<file path="src/rtl/reg_xfer_ctrl_pkg.sv">
// Shared types for the register-transfer controller: opcodes, FSM states, default size.
// BUS_SETTLE_EN adds the SETTLE state used by MOV to let the bus settle before the load.
package reg_xfer_ctrl_pkg;

  localparam int NREG_DEFAULT = 4;

  typedef enum logic [1:0] {
    OP_NOP = 2'b00,
    OP_LDI = 2'b01,
    OP_MOV = 2'b10,
    OP_CLR = 2'b11
  } op_t;

`ifdef BUS_SETTLE_EN
  typedef enum logic [1:0] {
    ST_IDLE   = 2'd0,
    ST_SETTLE = 2'd1,
    ST_EXEC   = 2'd2
  } state_t;
`else
  typedef enum logic [1:0] {
    ST_IDLE = 2'd0,
    ST_EXEC = 2'd2
  } state_t;
`endif

  // A single register still needs a 1-bit index port.
  function automatic int idx_width(input int n);
    return (n > 1) ? $clog2(n) : 1;
  endfunction

endpackage

</file>
<file path="src/rtl/reg_xfer_ctrl_idx_onehot.sv">
// Gated index-to-one-hot decoder; an out-of-range index yields all zeros.
module idx_onehot #(
  parameter int N = 4,
  parameter int W = 2
) (
  input  logic [W-1:0] idx,
  input  logic         gate,
  output logic [N-1:0] onehot
);

  always_comb begin
    onehot = '0;
    for (int i = 0; i < N; i++) begin
      onehot[i] = gate && (idx == W'(i));
    end
  end

endmodule

</file>
<file path="src/rtl/reg_xfer_ctrl.sv">
// Moore controller sequencing LDI/MOV/CLR/NOP onto per-register enable strobes.
// BUS_SETTLE_EN: MOV spends one SETTLE cycle driving the bus before the load.
//
// state  | meaning
// IDLE   | cmd_ready high, waiting for a command
// SETTLE | MOV only: source drives the bus, no load yet
// EXEC   | enables for the captured command, done (and err) pulse
module reg_xfer_ctrl
  import reg_xfer_ctrl_pkg::*;
#(
  parameter  int NREG = NREG_DEFAULT,
  localparam int IDXW = idx_width(NREG)
) (
  input  logic            clk,
  input  logic            grst,
  input  logic            cmd_valid,
  output logic            cmd_ready,
  input  logic [1:0]      cmd_op,
  input  logic [IDXW-1:0] cmd_src,
  input  logic [IDXW-1:0] cmd_dst,
  output logic [NREG-1:0] rs1,
  output logic [NREG-1:0] rs2,
  output logic [NREG-1:0] ws1,
  output logic [NREG-1:0] lrst,
  output logic            busy,
  output logic            done,
  output logic            err
);

  localparam logic [IDXW:0] NREG_W = (IDXW+1)'(NREG);

  state_t          state;
  op_t             op_q;
  logic [IDXW-1:0] src_q;
  logic [IDXW-1:0] dst_q;
  logic            ill_q;
  logic            cmd_illegal;

  function automatic logic idx_ok(input logic [IDXW-1:0] i);
    return {1'b0, i} < NREG_W;
  endfunction

  always_comb begin
    cmd_illegal = 1'b0;
    case (op_t'(cmd_op))
      OP_MOV:         cmd_illegal = (cmd_src == cmd_dst) || !idx_ok(cmd_src) || !idx_ok(cmd_dst);
      OP_LDI, OP_CLR: cmd_illegal = !idx_ok(cmd_dst);
      default:        cmd_illegal = 1'b0;
    endcase
  end

  always_ff @(posedge clk) begin
    if (grst) begin
      state <= ST_IDLE;
      op_q  <= OP_NOP;
      src_q <= '0;
      dst_q <= '0;
      ill_q <= 1'b0;
    end else begin
      case (state)
        ST_IDLE: begin
          if (cmd_valid) begin
            op_q  <= op_t'(cmd_op);
            src_q <= cmd_src;
            dst_q <= cmd_dst;
            ill_q <= cmd_illegal;
`ifdef BUS_SETTLE_EN
            state <= (op_t'(cmd_op) == OP_MOV && !cmd_illegal) ? ST_SETTLE : ST_EXEC;
`else
            state <= ST_EXEC;
`endif
          end
        end
`ifdef BUS_SETTLE_EN
        ST_SETTLE: state <= ST_EXEC;
`endif
        ST_EXEC:   state <= ST_IDLE;
        default:   state <= ST_IDLE;
      endcase
    end
  end

  // All strobes decode from registered state/command only; illegal commands gate everything off.
  logic in_exec, legal, g_rs1, g_rs2, g_ws1, g_lrst;

  assign in_exec = (state == ST_EXEC);
  assign legal   = !ill_q;
  assign g_rs1   = in_exec && legal && (op_q == OP_LDI);
  assign g_lrst  = in_exec && legal && (op_q == OP_CLR);
  assign g_rs2   = in_exec && legal && (op_q == OP_MOV);
  assign g_ws1   = (state != ST_IDLE) && legal && (op_q == OP_MOV);

  idx_onehot #(.N(NREG), .W(IDXW)) u_rs1  (.idx(dst_q), .gate(g_rs1),  .onehot(rs1));
  idx_onehot #(.N(NREG), .W(IDXW)) u_rs2  (.idx(dst_q), .gate(g_rs2),  .onehot(rs2));
  idx_onehot #(.N(NREG), .W(IDXW)) u_ws1  (.idx(src_q), .gate(g_ws1),  .onehot(ws1));
  idx_onehot #(.N(NREG), .W(IDXW)) u_lrst (.idx(dst_q), .gate(g_lrst), .onehot(lrst));

  assign cmd_ready = (state == ST_IDLE);
  assign busy      = (state != ST_IDLE);
  assign done      = in_exec;
  assign err       = in_exec && ill_q;

endmodule

</file>
<file path="config.mk">
export PLATFORM = sky130hd
export DESIGN_NAME = reg_xfer_ctrl
export DESIGN_NICKNAME = d
export VERILOG_FILES = /design/src/rtl/reg_xfer_ctrl_pkg.sv /design/src/rtl/reg_xfer_ctrl_idx_onehot.sv /design/src/rtl/reg_xfer_ctrl.sv
export SDC_FILE = /design/constraint.sdc
export NUM_CORES = 1
export LEC_CHECK = 0
export CORE_UTILIZATION = 34
export CTS_BUF_LIST = sky130_fd_sc_hd__clkbuf_16
export DETAILED_ROUTE_END_ITERATION = 8
export GPL_TIMING_DRIVEN = 0
export PLACE_DENSITY = 0.76
export SYNTH_ARGS = -nofsm -noshare
export SYNTH_HDL_FRONTEND = slang
export SYNTH_SLANG_ARGS = --single-unit
</file>
<file path="constraint.sdc">
create_clock -name clk -period 1.4 [get_ports clk]
set_input_delay 0.28 -clock clk [delete_from_list [all_inputs] [get_ports clk]]
set_output_delay 0.28 -clock clk [all_outputs]
set_load 0.005 [all_outputs]
</file>
### After elaboration in Yosys (flattened, before gate mapping)

Index checks and enable logic that the tools add are counted.

| word-level totals | value |
|---|---|
| register bits | 8 |
| input bits | 9 |
| logic and storage cells | 45 |

| operators by class | value |
|---|---|
| equality and inequality tests | 11 |
| multiplexer cells | 1 |
| bitwise logic cells | 1 |
| reduce and logical (&&, ||, !) cells | 27 |

Operator list:

| cell | number |
|---|---|
| logical AND 1 bit | 21 |
| equality test 2 bit (second input constant) | 7 |
| equality test 2 x 1 -> 1 bit (second input constant) | 3 |
| zero test 2 bit | 3 |
| equality test 2 bit | 1 |
| AND reduction 2 bit | 1 |
| OR reduction 2 bit | 1 |
| zero test 1 bit | 1 |
| two-way mux 1 bit | 1 |
| NOT 1 bit | 1 |

### Depth between registers and ports, before layout

| depth | value |
|---|---|
| depth in word-level cells | 4 |
| depth in mapped cells | 4 |

### Cells and area by module

From an unflattened synthesis, not the netlist that was laid out.

| unflattened totals | value |
|---|---|
| cells, all modules | 60 |
| area, all modules | 499.2 um2 |

By module, submodules not included:

| module | times used | cells each | area an instance (um2) |
|---|---|---|---|
| reg_xfer_ctrl | 1 | 44 | 349.1 |
| idx_onehot | 4 | 4 | 37.5 |

### Worst setup path before layout

Ideal clock, no wire load.

| path | value |
|---|---|
| kind | reg2out |
| from | register state[1] |
| to | output port rs1[0] |
| arrival time | 1102 ps |
| required time | 1120 ps |
| path slack | 18 ps |
| cell stages (with the launch flop) | 4 |
| path through | dfxtp_1 -> inv_2 -> or4b_4 -> nor3_2 |

| between the ends | value |
|---|---|
| longest elaborated chain between the ends | 3 |

RTL lines:

| item | line | source |
|---|---|---|
| start, declared | reg_xfer_ctrl.sv:32 | `state_t state;` |
| start signal, assigned | reg_xfer_ctrl.sv:54 | `state <= ST_IDLE;` |
| start signal, assigned | reg_xfer_ctrl.sv:70 | `state <= ST_EXEC;` |
| start signal, assigned | reg_xfer_ctrl.sv:77 | `ST_EXEC: state <= ST_IDLE;` |
| logical AND 1 bit | -- |  |
| logical AND 1 bit | reg_xfer_ctrl.sv:88 | `assign g_rs1 = in_exec && legal && (op_q == OP_LDI);` |
| logical AND 1 bit | reg_xfer_ctrl_idx_onehot.sv:14 | `onehot[i] = gate && (idx == W'(i));` |
| end, declared | reg_xfer_ctrl.sv:21 | `output logic [NREG-1:0] rs1,` |

No other way between the ends.

### Worst setup path after layout

| path | value |
|---|---|
| from | register op_q[1] |
| to | output port rs1[0] |

| between the ends | value |
|---|---|
| longest elaborated chain between the ends | 3 |

RTL lines:

| item | line | source |
|---|---|---|
| start, declared | reg_xfer_ctrl.sv:33 | `op_t op_q;` |
| start signal, assigned | reg_xfer_ctrl.sv:63 | `op_q <= op_t'(cmd_op);` |
| equality test 2 x 1 -> 1 bit | reg_xfer_ctrl.sv:88 |  |
| logical AND 1 bit | reg_xfer_ctrl.sv:88 |  |
| logical AND 1 bit | reg_xfer_ctrl_idx_onehot.sv:14 |  |

No other way between the ends.

==> qor.log <==
qor: status.outcome finished, violations left
qor: worst_setup_path.critical_path_class flop to output pin
qor: job.max_cap_viol_count 0
qor: placed_design.place_inst 105
qor: timing.tightest_slew 0.335 ns
qor: timing.slew-limit-headroom 77.6%
qor: timing.hold_viol 0
qor: placed_design.pre_cts_setup_slack -0.516 ns
qor: clock_network.clk_path_buf_depth 2
qor: worst_hold_path.worst_hold_path.num_cells 2
qor: power.powerDensity 970 nW/um^2
qor: routing.wl_per_cell 11.3 microns
qor: floorplan.die_y 38.7 microns
qor: synth.sequential_element_share_of_the_synthesized_area 35.0%
qor: floorplan.area_enclosed_by_the_die_boundary 1500 sq um
qor: worst_setup_path.critical_path_arrival 1.46 ns
qor: global_route.grt_antenna_before_repair 0
qor: global_route.grt_pass1_vias 472
qor: clock_network.worst_skew_pair.late_latency 0.23 ns
qor: clock_network.cts_made_buffers 3
qor: placed_design.gp_congestion 0.653
qor: timing.timing.final.crit_share 124%
qor: clock_network.clock-sinks 8
qor: status.failed_checks negative setup slack
qor: clock_network.htree_num_levels 1
qor: final_layout.num_antenna_cells 0
qor: floorplan.start_util 39.1%
qor: timing.clock-skew-final 0.000406 ns
qor: worst_setup_path.timing.critical_path.to_type output pin
qor: final_layout.flow.area_growth_from_synthesis 86.9%
qor: synth.synth_cell_types 22
qor: final_layout.mostFrequentLayoutCells buf_2, nand2_1
qor: clock_network.clock_tree_from_tritoncts done
qor: placed_design.dp.final_hpwl 838 microns
qor: final_layout.finish.cell_count_without_fillers 116
qor: global_route.grt-ovfl-total 0
qor: routing.drcViolationCount 0
qor: worst_setup_path.critical_path.cell_chain or4b_4 > buf_6 > nor3_4 > buf_2
qor: timing.max_slew_violation_count 0
qor: final_layout.num-fill-cells 114
qor: routing.dr.first_iter.drc_count 6
qor: synth.post_synth_inst_count 64
qor: timing.final_period_minus_worst_setup_slack 1.74 ns
qor: synth.synth_area_per_cell 7.16 sq um
qor: final_layout.layout.area.seq 166 sq um
qor: power.leakage 0.392 nW
qor: routing.dr_total_vias 556
qor: final_layout.multi_input_comb_area 299 sq um
qor: timing.setup_viol_count_final 16
qor: worst_setup_path.cp_max_fo 4
qor: global_route.grt_start_max_net_pins 9
qor: final_layout.final_cell_area 856 sq um
qor: final_layout.nets 113
qor: placed_design.cell_area_reported_after_detailed_placement 746 sq um
qor: timing.setup_tns -2.48 ns
qor: synth.synth_area 458 sq um
qor: floorplan.floorplan.io_pins 29
qor: worst_hold_path.hold_path_class input pin to flop
qor: final_layout.final_util 73.1%
qor: synth.post-synth-top-area-fraction 35.0%
qor: floorplan.floorplan.die.width 38.7 microns
qor: synth.ys_top_cells_by_area dfxtp_1, nand2_1, nor2_1
qor: clock_network.cts.reportedPaths.clkPinSlew 0.04 ns
qor: synth.synthesis.yosys.warnings 0
qor: final_layout.final_common_cell buf_2
qor: clock_network.post_cts_hold_buffer_count 0
qor: clock_network.clk_root_buffer_cell clkbuf_16
qor: routing.antenna_violating_nets_post_route 0
qor: worst_setup_path.setup.worst_path.start_class flop
qor: floorplan.fp.coreArea 1170 sq um
qor: placed_design.io_port_bufs 27
qor: routing.drt-pass1-iter-count 4
qor: worst_setup_path.critical_path.slowest_cell or4b_4
qor: routing.route.final.wire_length 1.31 mm
qor: power.report.power.total 0.830 mW
qor: final_layout.drive_above_1_share 45.1%
qor: synth.syn_nets 73
qor: synth.synth-seq-cells 8
qor: power.vdd.ir_drop.worst 1.21 mV
qor: worst_setup_path.cp.required 1.12 ns
qor: timing.rsz0062_at_grt true
qor: floorplan.fp-row-count 12
qor: timing.setup_ws -0.336 ns
qor: global_route.grt_pass1_wl 2.03 mm
qor: synth.post-synth-top-area-cell dfxtp_1
qor: global_route.global_route.usage.total 20.2%
qor: timing.worst_hold_slack_after_final_layout 0.390 ns
qor: timing.fmax 0.576 GHz
qor: worst_setup_path.ff2ff_path_depth 5
qor: worst_setup_path.slowest_delay 0.54 ns
qor: routing.drt-vias-per-instance 4.79
-- power by group --
| part | switching [mW] | internal (mW) | leakage, nW |
|---|---|---|---|
| registers | 0.0168 | 0.241 | 0.0672 |
| clock network | 0.103 | 0.367 | 0.0370 |
| logic | 0.0423 | 0.0595 | 0.287 |
| total | 0.162 | 0.668 | 0.392 |
-- cell families (layout without fill, tap and decap cells) --
family                    after synthesis  after routing  synth area share [%]
AOI/OAI and AO/OA                       7              7                  7.65
DFF                                     8              8                  35.0
buffers and inverters                   6             44                  6.01
and+or+nand+nor                        41             41                  47.5
xor gates and xnor gates                2              2                  3.83
-- what timing repair did --
item / 4_1_cts / 5_1_grt
pin swaps: 4 / 6
endpoints found under the setup margin: 20 / 17
setup buffers: 6 / 2
endpoints found under the hold margin: 0 / 0
gates resized for setup: 63 / 24
-- metal layers --
metal	vias up	global-route usage, %	wire length (microns)
met3	0	6.94	110
met2	24	36.3	685
met1	245	20.3	508
li1	287	-	-
met5	-	0	0
met4	0	10.3	0
-- synth_stat cells --
cell and count:
or4b_4 1, buf_4 1, nand4_1 1, nand4b_1 1, nor2b_1 1, a21oi_1 7
xnor2_1 2, nand2_1 14, nand2b_1 3, inv_2 2, clkbuf_1 1, and2b_4 1
nand4bb_1 1, dfxtp_1 8, nor3_1 3, and3_1 1, buf_1 1, nor2_1 10
buf_2 1, nor3b_1 2, nor3_2 1, and2_1 1
-- worst paths after layout --
path	from	endpoint	slack, ns
worst min register to register	ill_q$_SDFFE_PP0P_	ill_q$_SDFFE_PP0P_	0.48
worst min-delay path	grst	state[1]$_SDFFE_PP0P_	0.39
worst max register to register	state[1]$_SDFFE_PP0P_	ill_q$_SDFFE_PP0P_	0.19
worst max-delay path	op_q[1]$_SDFFE_PP0P_	rs1[0]	-0.34
-- critical path, delay by kind of cell, from the launching register on --
| family | cells | cell delay (ns) |
|---|---|---|
| buffers and inverters | 2 | 0.27 |
| and+or+nand+nor | 2 | 0.63 |
| DFF | 1 | 0.33 |
-- area by class of cell --
type                       count  share of cell area [%]
sequential                     8                    19.4
inverter                       2                   0.877
multi-input combinational     50                    34.9
clock buffer                   3                    8.77
tap                           14                    2.05
buffer                         4                    3.51
timing repair buffer          35                    30.4
-- flip-flops by register name (all words and copies together) (netlist names) --
| signal | cells |
|---|---|
| state | 1 |
| op_q | 2 |
| dst_q | 2 |
| ill_q | 1 |
| src_q | 2 |
Power figures use the tool's default switching activity.
